===== config.mk =====
export PLATFORM = sky130hd
export DESIGN_NAME = uart_cmd_led_bank
export DESIGN_NICKNAME = d
export VERILOG_FILES = /design/src/rtl/uart_cmd_led_bank.sv
export SDC_FILE = /design/constraint.sdc
export NUM_CORES = 1
export LEC_CHECK = 0
export CORE_ASPECT_RATIO = 0.6
export CORE_MARGIN = 2
export CORE_UTILIZATION = 30
export CTS_CLUSTER_SIZE = 40
export DETAILED_ROUTE_END_ITERATION = 7
export MAX_ROUTING_LAYER = met4
export SETUP_SLACK_MARGIN = 0.15
export SLEW_MARGIN = 20
export SYNTH_ARGS = -nofsm -noshare
export SYNTH_HDL_FRONTEND = slang
export SYNTH_SLANG_ARGS = --single-unit
export TNS_END_PERCENT = 30

===== constraint.sdc =====
create_clock -name clk -period 4 [get_ports clk]
set_input_delay 1 -clock clk [delete_from_list [all_inputs] [get_ports clk]]
set_output_delay 1 -clock clk [all_outputs]
set_load 0.01 [all_outputs]

===== src/rtl/uart_cmd_led_bank.sv =====
// -----------------------------------------------------------------------------
// uart_cmd_led_bank
//
// Framed command parser that drives a bank of active-low LEDs from the byte
// stream delivered by rx_module. A frame is four bytes:
//   SYNC (0x55), CMD, CH, CHK   with CHK = CMD ^ CH
// CMD: 0x33 ON (clear bit), 0x88 OFF (set bit), 0x5A TOGGLE (invert bit),
//      0xB1 BLINK (only when LED_BLINK_EN is defined).
// CH : 0..LED_NUM-1 addresses one channel, 0xFF addresses all channels.
//
// Optional feature macro: LED_BLINK_EN
//   Adds per-channel blink bits and a shared blink prescaler/phase. When the
//   macro is undefined, 0xB1 is an unknown command and no blink logic exists.
//
// Parameters:
//   LED_NUM    number of LED channels (1..16)
//   CLK_HZ     clk frequency in Hz
//   TIMEOUT_US maximum gap between bytes of one frame, in microseconds
//   BLINK_MS   blink half-period in ms (used only with LED_BLINK_EN)
//
// Ports:
//   clk        system clock
//   reset_n    asynchronous active-low reset
//   rx_data    received byte
//   rx_valid   one-cycle strobe qualifying rx_data
//   led        LED drive, active-low (0 = lit)
//   frame_ok   one-cycle pulse: frame accepted and executed
//   frame_err  one-cycle pulse: frame rejected or timed out
//   busy       high while a frame is partially received (state != IDLE)
//
// Handshake: rx_valid/rx_data is a valid-only interface with no ready. The
// block accepts a byte in every cycle rx_valid is high, including the cycle
// right after a CHK byte, so back-to-back frames are never stalled.
// -----------------------------------------------------------------------------
module uart_cmd_led_bank #(
  parameter int LED_NUM    = 8,
  parameter int CLK_HZ     = 49152000,
  parameter int TIMEOUT_US = 2000,
  parameter int BLINK_MS   = 250
) (
  input  logic               clk,
  input  logic               reset_n,
  input  logic [7:0]         rx_data,
  input  logic               rx_valid,
  output logic [LED_NUM-1:0] led,
  output logic               frame_ok,
  output logic               frame_err,
  output logic               busy
);

  localparam logic [7:0] SYNC_BYTE = 8'h55;
  localparam logic [7:0] CMD_ON    = 8'h33;
  localparam logic [7:0] CMD_OFF   = 8'h88;
  localparam logic [7:0] CMD_TOG   = 8'h5A;
  localparam logic [7:0] CH_ALL    = 8'hFF;

  // 64-bit math: CLK_HZ * TIMEOUT_US overflows 32 bits at the defaults, and
  // dividing CLK_HZ by 1e6 first would truncate 49.152 to 49.
  localparam longint TIMEOUT_CYC_L =
    (longint'(CLK_HZ) * longint'(TIMEOUT_US)) / longint'(1000000);
  localparam int TO_CLOG = $clog2(TIMEOUT_CYC_L);
  localparam int CNT_W   = (TO_CLOG < 17) ? 17 : TO_CLOG;
  localparam logic [CNT_W-1:0] TO_LAST = CNT_W'(TIMEOUT_CYC_L - 1);

  // Elaboration-time guard on parameter ranges.
  if (LED_NUM < 1 || LED_NUM > 16 || BLINK_MS < 1 || TIMEOUT_CYC_L < 2) begin : g_bad_param
    $error("uart_cmd_led_bank: illegal parameter value");
  end

`ifdef LED_BLINK_EN
  localparam logic [7:0] CMD_BLINK = 8'hB1;
  localparam longint BLINK_CYC_L =
    (longint'(CLK_HZ) / longint'(1000)) * longint'(BLINK_MS);
  localparam int PRE_W = (BLINK_CYC_L > 2) ? $clog2(BLINK_CYC_L) : 1;
  localparam logic [PRE_W-1:0] PRE_LAST = PRE_W'(BLINK_CYC_L - 1);
`endif

  typedef enum logic [1:0] {
    S_IDLE    = 2'd0,
    S_GET_CMD = 2'd1,
    S_GET_CH  = 2'd2,
    S_GET_CHK = 2'd3
  } state_e;

  // ---------------------------------------------------------------------------
  // State
  // ---------------------------------------------------------------------------
  state_e             state_q, state_d;
  logic [7:0]         cmd_q, cmd_d;
  logic [7:0]         ch_q, ch_d;
  logic [CNT_W-1:0]   cnt_q, cnt_d;
  logic [LED_NUM-1:0] led_q, led_d;
  logic               frame_ok_q, frame_ok_d;
  logic               frame_err_q, frame_err_d;
  logic               busy_q, busy_d;

`ifdef LED_BLINK_EN
  logic [LED_NUM-1:0] blink_q, blink_d;
  logic [PRE_W-1:0]   pre_q, pre_d;
  logic               phase_q, phase_d;
`endif

  // Value currently shown on the pins; blinking channels follow the phase.
  logic [LED_NUM-1:0] led_disp;

`ifdef LED_BLINK_EN
  assign led_disp = (led_q & ~blink_q) | ({LED_NUM{phase_q}} & blink_q);
`else
  assign led_disp = led_q;
`endif

  // ---------------------------------------------------------------------------
  // Frame decode (evaluated against the CHK byte in GET_CHK)
  // ---------------------------------------------------------------------------
  logic [LED_NUM-1:0] ch_mask;
  logic               ch_legal;
  logic               cmd_known;
  logic               chk_match;
  logic               frame_good;

  always_comb begin
    ch_mask = '0;
    for (int i = 0; i < LED_NUM; i++) begin
      ch_mask[i] = (ch_q == CH_ALL) || (ch_q == 8'(i));
    end
    ch_legal  = (ch_q == CH_ALL) || (ch_q < 8'(LED_NUM));
    cmd_known = (cmd_q == CMD_ON) || (cmd_q == CMD_OFF) || (cmd_q == CMD_TOG)
`ifdef LED_BLINK_EN
                || (cmd_q == CMD_BLINK)
`endif
                ;
    chk_match  = (rx_data == (cmd_q ^ ch_q));
    frame_good = chk_match && cmd_known && ch_legal;
  end

  // ---------------------------------------------------------------------------
  // Next-state logic
  // ---------------------------------------------------------------------------
  logic timeout_hit;

  always_comb begin
    state_d     = state_q;
    cmd_d       = cmd_q;
    ch_d        = ch_q;
    cnt_d       = cnt_q;
    led_d       = led_q;
    frame_ok_d  = 1'b0;
    frame_err_d = 1'b0;
`ifdef LED_BLINK_EN
    blink_d     = blink_q;
`endif

    // rx_valid takes priority over the terminal count.
    timeout_hit = (state_q != S_IDLE) && !rx_valid && (cnt_q == TO_LAST);

    case (state_q)
      S_IDLE: begin
        if (rx_valid && (rx_data == SYNC_BYTE)) begin
          state_d = S_GET_CMD;
        end
      end
      S_GET_CMD: begin
        if (rx_valid) begin
          cmd_d   = rx_data;
          state_d = S_GET_CH;
        end
      end
      S_GET_CH: begin
        if (rx_valid) begin
          ch_d    = rx_data;
          state_d = S_GET_CHK;
        end
      end
      S_GET_CHK: begin
        if (rx_valid) begin
          state_d = S_IDLE;
          if (frame_good) begin
            frame_ok_d = 1'b1;
            // ON/OFF/TOGGLE first stop any blinking on the addressed bits;
            // TOGGLE then inverts what the pin was actually showing.
            case (cmd_q)
              CMD_ON: begin
                led_d = led_q & ~ch_mask;
`ifdef LED_BLINK_EN
                blink_d = blink_q & ~ch_mask;
`endif
              end
              CMD_OFF: begin
                led_d = led_q | ch_mask;
`ifdef LED_BLINK_EN
                blink_d = blink_q & ~ch_mask;
`endif
              end
              CMD_TOG: begin
                led_d = (led_q & ~ch_mask) | (~led_disp & ch_mask);
`ifdef LED_BLINK_EN
                blink_d = blink_q & ~ch_mask;
`endif
              end
`ifdef LED_BLINK_EN
              CMD_BLINK: begin
                blink_d = blink_q | ch_mask;
              end
`endif
              default: begin
                led_d = led_q;
              end
            endcase
          end else begin
            frame_err_d = 1'b1;
          end
        end
      end
      default: begin
        state_d = S_IDLE;
      end
    endcase

    // Inter-byte timeout: runs only mid-frame, restarts on every byte.
    if (state_q == S_IDLE) begin
      cnt_d = '0;
    end else if (rx_valid) begin
      cnt_d = '0;
    end else if (timeout_hit) begin
      cnt_d       = '0;
      state_d     = S_IDLE;
      frame_err_d = 1'b1;
    end else begin
      cnt_d = cnt_q + CNT_W'(1);
    end

    busy_d = (state_d != S_IDLE);
  end

`ifdef LED_BLINK_EN
  // Shared free-running blink prescaler; phase flips once per half-period.
  always_comb begin
    pre_d   = pre_q + PRE_W'(1);
    phase_d = phase_q;
    if (pre_q == PRE_LAST) begin
      pre_d   = '0;
      phase_d = ~phase_q;
    end
  end
`endif

  // ---------------------------------------------------------------------------
  // Registers
  // ---------------------------------------------------------------------------
  always_ff @(posedge clk or negedge reset_n) begin
    if (!reset_n) begin
      state_q     <= S_IDLE;
      cmd_q       <= '0;
      ch_q        <= '0;
      cnt_q       <= '0;
      led_q       <= '1;
      frame_ok_q  <= 1'b0;
      frame_err_q <= 1'b0;
      busy_q      <= 1'b0;
`ifdef LED_BLINK_EN
      blink_q     <= '0;
      pre_q       <= '0;
      phase_q     <= 1'b0;
`endif
    end else begin
      state_q     <= state_d;
      cmd_q       <= cmd_d;
      ch_q        <= ch_d;
      cnt_q       <= cnt_d;
      led_q       <= led_d;
      frame_ok_q  <= frame_ok_d;
      frame_err_q <= frame_err_d;
      busy_q      <= busy_d;
`ifdef LED_BLINK_EN
      blink_q     <= blink_d;
      pre_q       <= pre_d;
      phase_q     <= phase_d;
`endif
    end
  end

  assign led       = led_disp;
  assign frame_ok  = frame_ok_q;
  assign frame_err = frame_err_q;
  assign busy      = busy_q;

endmodule

==> key figures, run 1 <==
Outcome
  • Status: finished, final reports clean

Drt
  • Number of nets still failing antenna checks after routing: 0
  • Vias: just under 2000
  • Initial drt markers: ~120
  • Via-to-Cell Ratio: between 4 and 5
  • WL/cell: 14.6 um
  • DRT Wirelength: ~5.7 mm
  • First-pass DRT Iterations: 4
  • Residual DRC count: 0

Clock network
  • CTS tree: done
  • Hold-fix buffers, CTS: 0
  • TritonCTS Buffers: 5
  • Post-CTS setup buffer count: 0
  • Max H-tree Level: 2
  • CTS sink count: 46
  • Worst-path clk slew: ~0.06 ns
  • Post_cts resized: 0
  • Clock root buffer master: clkbuf_16
  • Worst-Skew Late Latency: ~0.28 ns
  • Bufs on Longest Clock Path: 2

STA
  • Clk_skew: ~0.0055 ns
  • Slew Limit Fails: 0
  • Min cycle time layout: 2.59 ns
  • RSZ-0062 raised after global routing: no
  • Worst hold slack: 0.518 ns
  • Total negative slack: 0 ns
  • Final Hold Viols: 0
  • Worst-Margin Slew: between 0.7 and 0.8 ns
  • Fmax: around 390 MHz
  • Final cycle utilization of the critical path: 0.647
  • Worst setup margin: roughly 1.4 ns
  • Rel. slew slack: 0.522
  • Final setup vio count: 0

Logic synthesis
  • Number of synthesized flops with an enable pin: 0
  • Post-synthesis register bit count: 46
  • Synth Net Count: 288
  • Async SR Flop Fraction: 1.00
  • Seq/Total Area, Yosys: 0.431
  • Synth area leaders: dfrtp_1 (35%), ha_1 (7.9%), dfstp_2 (7.8%)
  • Post-synth top flop: dfrtp_1
  • Mean Syn Cell Area: roughly 10 um^2
  • Synth Cell Area: around 2700 um^2
  • Top-area cell type share of the netlist area: 0.353
  • Cell count after synthesis: between 200 and 300
  • Synthesis warning total: 0
  • Post-synth cell types: 39
  • Cell taking the most area after synthesis: dfrtp_1

Die
  • CORE AREA: 8620 um^2
  • Die H: 77.4 um
  • Die area: a little under 10000 um^2
  • # IOs: 22
  • Starting density of the core: 0.312
  • Core Rows: 26
  • Die X: 126 um

Setup path
  • Worst Path Buf+Inv: 2
  • Worst-case reg-to-reg path depth: 6
  • Worst setup endpoint: led[5]$_DFFE_PN1P_
  • Setup crit start: rx_data[3]
  • Crit path cell chain: clkdlybuf4s50_1 -> xnor2_1 -> xnor2_1 -> a2111oi_1 -> nand4_1 -> buf_4 -> mux2i_1
  • Slowest-stage cell, CP: clkdlybuf4s50_1
  • Startpoint class of the critical path: primary input
  • Worst Path Required: 4.21 ns
  • Cell mode on critical path: xnor2_1
  • Reg2reg start: cmd_q[0]$_DFFE_PN0P_
  • CP Class: primary input to flip-flop
  • CP arrival: 2.79 ns
  • Crit path capture type: flip-flop
  • Flop-to-flop setup slack: approximately 1.7 ns
  • CP max stage delay: between 0.5 and 0.6 ns
  • CP delay by family, top: buffers and inverters
  • Worst R2R End: led[5]$_DFFE_PN1P_
  • Crit Path Max Fanout: 9
  • Levels on crit path: 7

GRT
  • Antenna violations before repair: 0
  • First-pass GRT wire length: roughly 9.9 mm
  • Global Route Usage Sum: 0.132
  • Vias in the first global route: 1893
  • Overflow after GRT: 0
  • Pin count of the biggest net entering global routing: 28

Layout
  • Non-filler cells, final: roughly 400
  • Fin area: ~3100 um^2
  • NumNets Final: between 300 and 400
  • Synth-to-Final Area Change: 16.7%
  • Multi-input combinational cell area: about 1400 um^2
  • Final Util: 0.365
  • Antenna diodes: 0
  • Fill cells: slightly above 800
  • Fraction of layout cells with a size suffix above 1: 0.135
  • FF+latch area: ~1200 um^2

Power and ir drop
  • Combinational power share: 0.312
  • P_leak: 1.37 nW
  • Switch Pwr: 0.562 mW
  • Cell Int Power: 1.08 mW
  • Clock group share of total power: 0.235
  • Power Dens Cells: about 520 nW/um^2
  • Register share of total power: 0.453
  • Sw frac: 0.342
  • Overall power: ~1.6 mW
  • Max VDD drop: 0.000255 V

Placement
  • Place WS: around 1.1 ns
  • Placed insts: between 300 and 400
  • Placed inst area: about 3000 um^2
  • I/O Buffers: 21
  • GPL Wtd Cong: between 0.8 and 0.9
  • Final HPWL DP: between 4 and 5 mm

Flow run
  • Max-Cap Viols: 0

Worst hold path
  • Hold Path Class: flip-flop to flip-flop
## placed cells by master (no fill, tap or decap), drive strengths merged
master,instances
dfrtp,38
nor2,27
xnor2,23
clkdlybuf4s50,20
ha,17
mux2,16
nand2,16
inv,12
a21oi,10
o21ai,10
mux2i,9
xor2,8
a22oi,8
dfstp,8
nand3,7
clkbuf,7
nand4,6
nor4bb,5
nand3b,4
nor3,4
and3,4
nor2b,3
buf,3
and4,2
or2,2
a31oi,2
a2111oi,2
nor4b,2
or4,1
nand2b,1
a211oi,1
o2bb2ai,1
or4b,1
and4b,1
## flip-flops by register name, indices dropped and copies added (netlist names)
| register | flops |
|---|---|
| busy | 1 |
| ch_q | 8 |
| cmd_q | 8 |
| cnt_q | 17 |
| frame_err | 1 |
| frame_ok | 1 |
| led | 8 |
| state_q | 2 |
## per-layer routing
| layer | wire length (um) | GRT usage |
|---|---|---|
| met2 | 2200 | 0.172 |
| met5 | 0 | - |
| met4 | 64 | 0.0330 |
| met3 | 349 | 0.0310 |
| met1 | 3120 | 0.201 |
## worst min path at each step
stage,from,endpoint,depth (start not counted)
6_report,led[0]$_DFFE_PN1P_,led[0]$_DFFE_PN1P_,2
4_1_cts,led[0]$_DFFE_PN1P_,led[0]$_DFFE_PN1P_,2
5_1_grt,led[6]$_DFFE_PN1P_,led[6]$_DFFE_PN1P_,2
3_5_place_dp,led[0]$_DFFE_PN1P_,led[0]$_DFFE_PN1P_,2
3_3_place_gp,led[5]$_DFFE_PN1P_,led[5]$_DFFE_PN1P_,2
2_1_floorplan,cnt_q[0]$_DFF_PN0_,cnt_q[0]$_DFF_PN0_,1
## final cells by class
class / count / share of cell area
inverters: 12 / 0.0143
flip-flops and latches: 46 / 0.369
multi-input cells: 193 / 0.460
repair buffers: 23 / 0.0700
clock buffers: 7 / 0.0422
well taps: 112 / 0.0446
## power groups by stage
stage               Combinational [mW]  Sequential (mW)  Clock [mW]
floorplan                        0.451            0.676           0
global placement                 0.506            0.746           0
detailed placement               0.514            0.750           0
CTS                              0.517            0.742       0.401
global route                     0.574            0.770       0.424
finish                           0.512            0.744       0.385
## cell families after synthesis
logic type | Yosys count | synth area share
xor+xnor | 31 | 0.101
flops | 46 | 0.431
buf+inv | 21 | 0.0325
mux | 25 | 0.100
simple gates | 86 | 0.177
fa+ha+maj | 17 | 0.0790
compound gates | 34 | 0.0794
## tightest hold or removal path, cell delays in order, from the launching register on
cell and delay (ns):
dfstp_2 0.38, inv_1 0.07, mux2i_1 0.07
## Yosys cell counts, types with 2 or more instances
library cell / number
nor2_1: 27
o21ai_0: 8
and3_1: 4
nand3b_1: 4
clkbuf_1: 3
nand2_1: 15
nor3_1: 4
or2_2: 2
xnor2_1: 23
nand3_1: 7
a22oi_1: 8
a21oi_1: 10
and4_1: 2
inv_1: 12
xor2_1: 8
a31oi_1: 2
buf_2: 4
mux2_2: 16
o21ai_1: 2
dfrtp_1: 38
nand4_1: 6
nor2b_1: 3
nor4bb_1: 5
dfstp_2: 8
mux2i_1: 9
ha_1: 17
(Power assumes the default switching activity.)
==> run 2, diff against run 1 <==
clock period = 2.5 ns   (was 4 ns; I/O delays follow)
==> key figures, run 2 (same netlist as run 1, synthesis figures left out) <==
STA
  • RSZ-0062 raised after global routing: no
  • Final Hold Viols: 0 (unchanged)
  • Worst-Margin Slew: 0.717 ns (+0.00522 ns)
  • Clk_skew: 0.00238 ns (-0.00312 ns)
  • Final setup vio count: 0 (unchanged)
  • Slew Limit Fails: 0 (unchanged)
  • Worst setup margin: 0.343 ns (-1.07 ns)
  • Final cycle utilization of the critical path: 0.863
  • Fmax: between 400 and 500 MHz
  • Worst hold slack: 0.289 ns (-0.228 ns)
  • Total negative slack: 0 ns (unchanged)
  • Rel. slew slack: 0.518 (-0.00350)
  • Min cycle time layout: approximately 2.2 ns

Clock network
  • Clock root buffer master: clkbuf_16
  • Hold-fix buffers, CTS: 0 (unchanged)
  • CTS tree: done
  • CTS sink count: 46 (unchanged)
  • Bufs on Longest Clock Path: 2 (unchanged)
  • Max H-tree Level: 2 (unchanged)
  • Post-CTS setup buffer count: 0 (unchanged)
  • Worst-path clk slew: 0.06 ns (about the same)
  • TritonCTS Buffers: 5 (unchanged)
  • Worst-Skew Late Latency: 0.29 ns (about the same)

GRT
  • First-pass GRT wire length: 10.1 mm (+2.5%)
  • Overflow after GRT: 0 (unchanged)
  • Vias in the first global route: 1890 (-0.16%)
  • Antenna violations before repair: 0 (unchanged)
  • Global Route Usage Sum: 0.134 (+0.00288)
  • Pin count of the biggest net entering global routing: 22 (-21%)

Setup path
  • Reg2reg start: cmd_q[1]$_DFFE_PN0P_
  • CP Class: primary input to flip-flop
  • Worst R2R End: led[5]$_DFFE_PN1P_
  • Levels on crit path: 7 (unchanged)
  • Crit Path Max Fanout: 9 (unchanged)
  • Cell mode on critical path: xnor2_1
  • Worst Path Buf+Inv: 2 (unchanged)
  • Startpoint class of the critical path: primary input
  • CP max stage delay: 0.51 ns (-0.03 ns)
  • CP arrival: 2.37 ns (-0.42 ns)
  • CP delay by family, top: buffers and inverters
  • Slowest-stage cell, CP: clkdlybuf4s50_1
  • Worst Path Required: 2.71 ns (-1.50 ns)
  • Worst-case reg-to-reg path depth: 6 (unchanged)
  • Crit path capture type: flip-flop
  • Flop-to-flop setup slack: 0.45 ns (-1.20 ns)
  • Crit path cell chain: clkdlybuf4s50_1 -> xnor2_1 -> xnor2_1 -> a2111oi_1 -> nand4_1 -> buf_4 -> mux2i_1
  • Worst setup endpoint: led[5]$_DFFE_PN1P_
  • Setup crit start: rx_data[3]

Drt
  • WL/cell: 14.6 um (+0.13%)
  • Number of nets still failing antenna checks after routing: 0 (unchanged)
  • Via-to-Cell Ratio: 4.87 (-0.36%)
  • Initial drt markers: 99 (-19%)
  • DRT Wirelength: 5.88 mm (+2.4%)
  • First-pass DRT Iterations: 4 (unchanged)
  • Vias: 1958 (+1.9%)
  • Residual DRC count: 0 (unchanged)

Flow run
  • Max-Cap Viols: 0 (unchanged)

Layout
  • Synth-to-Final Area Change: 20.5%
  • Final Util: 0.377 (+0.0119)
  • Most common cell after layout, fill and taps aside: dfrtp_1
  • Antenna diodes: 0 (unchanged)
  • NumNets Final: 317 (+2.6%)
  • Most frequent cells in the layout: dfrtp_1 (38), nor2_1 (27), xnor2_1 (23)
  • Fraction of layout cells with a size suffix above 1: 0.169 (+0.0337)
  • Max FFs per register: 17 (unchanged)
  • Fin area: 3250 um^2 (+3.3%)
  • Most flop-heavy register: cnt_q
  • Non-filler cells, final: 402 (+2.3%)

Placement
  • Place WS: 0.0494 ns (-1.09 ns)
  • Placed insts: 394 (+2.1%)
  • GPL Wtd Cong: 0.827 (-0.97%)
  • Placed inst area: 3070 um^2 (+2.0%)
  • Final HPWL DP: 4.40 mm (+2.2%)
  • I/O Buffers: 21 (unchanged)

Outcome
  • Status: finished, final reports clean

Die
  • Starting density of the core: 0.312 (unchanged)
  • Die area: 9780 um^2 (unchanged)
  • # IOs: 22 (unchanged)
  • Die X: 126 um (unchanged)
  • Die H: 77.4 um (unchanged)
  • CORE AREA: 8620 um^2 (unchanged)
  • Core Rows: 26 (unchanged)

Worst hold path
  • Hold Path Class: primary input to async pin

Power and ir drop
  • Overall power: 2.82 mW (+72%)
  • Max VDD drop: 0.000382 V (+50%)
  • Power Dens Cells: 869 nW/um^2 (+66%)
  • P_leak: 1.43 nW (+4.3%)
==> run 2: changes by cell type in the layout (fill, tap and decap cells not counted) <==
| cell | before | now |
|---|---|---|
| buf_4 | 2 | 10 |
| nand2b_2 | 0 | 1 |
| clkbuf_1 | 2 | 1 |
| bufinv_16 | 0 | 1 |
| nand2b_1 | 1 | 0 |
| clkbuf_8 | 0 | 1 |
==> run 2: per-layer routing <==
layer / track usage / vias to the layer above / part of all wire
met2: 0.165 / 37 / 0.38
met4: 0.0363 / 0 / 0.010
met1: 0.212 / 952 / 0.57
met3: 0.0331 / 4 / 0.040
li1: - / 965 / -
met5: - / - / 0
==> run 2: power breakdown <==
group | total, mW | internal, mW | switching, mW
clock network | 0.772 | 0.499 | 0.273
registers | 1.18 | 0.917 | 0.264
logic | 0.867 | 0.469 | 0.398
total | 2.82 | 1.88 | 0.935
==> run 2: how the worst min path moves through the flow <==
stage                            start                   end  slack [ns]  cells past startpoint
floorplan                      reset_n        busy$_DFF_PN0_        0.33                      0
global placement    led[5]$_DFFE_PN1P_    led[5]$_DFFE_PN1P_        0.50                      2
detailed placement  led[0]$_DFFE_PN1P_    led[0]$_DFFE_PN1P_        0.51                      2
CTS                            reset_n  cmd_q[6]$_DFFE_PN0P_        0.31                      1
global route                   reset_n  cmd_q[6]$_DFFE_PN0P_        0.33                      1
finish                         reset_n  cmd_q[2]$_DFFE_PN0P_        0.29                      1
==> run 2: final cells by class <==
| cell class | instances | area (um^2) |
|---|---|---|
| clock inverter | 1 | 30.0 |
| clock buffer | 7 | 143 |
| tap | 112 | 140 |
| sequential | 46 | 1160 |
| fill | 851 | 5370 |
| multi-input combinational | 193 | 1450 |
| timing repair buffer | 31 | 280 |
| inverter | 12 | 45.0 |
==> run 2: repair_timing <==
action | in CTS | in global routing
gates resized for setup | 0 | 1
endpoints found under the hold margin | 0 | 0
setup endpoints to repair | 0 | 8
==> run 2: worst register-to-register path, stage by stage, from the launching register on <==
cell and delay [ns]:
dfrtp_1 0.43, nor4b_1 0.53, nand2_2 0.11, a2111oi_2 0.41
nand4_1 0.13, buf_4 0.21, mux2i_1 0.17
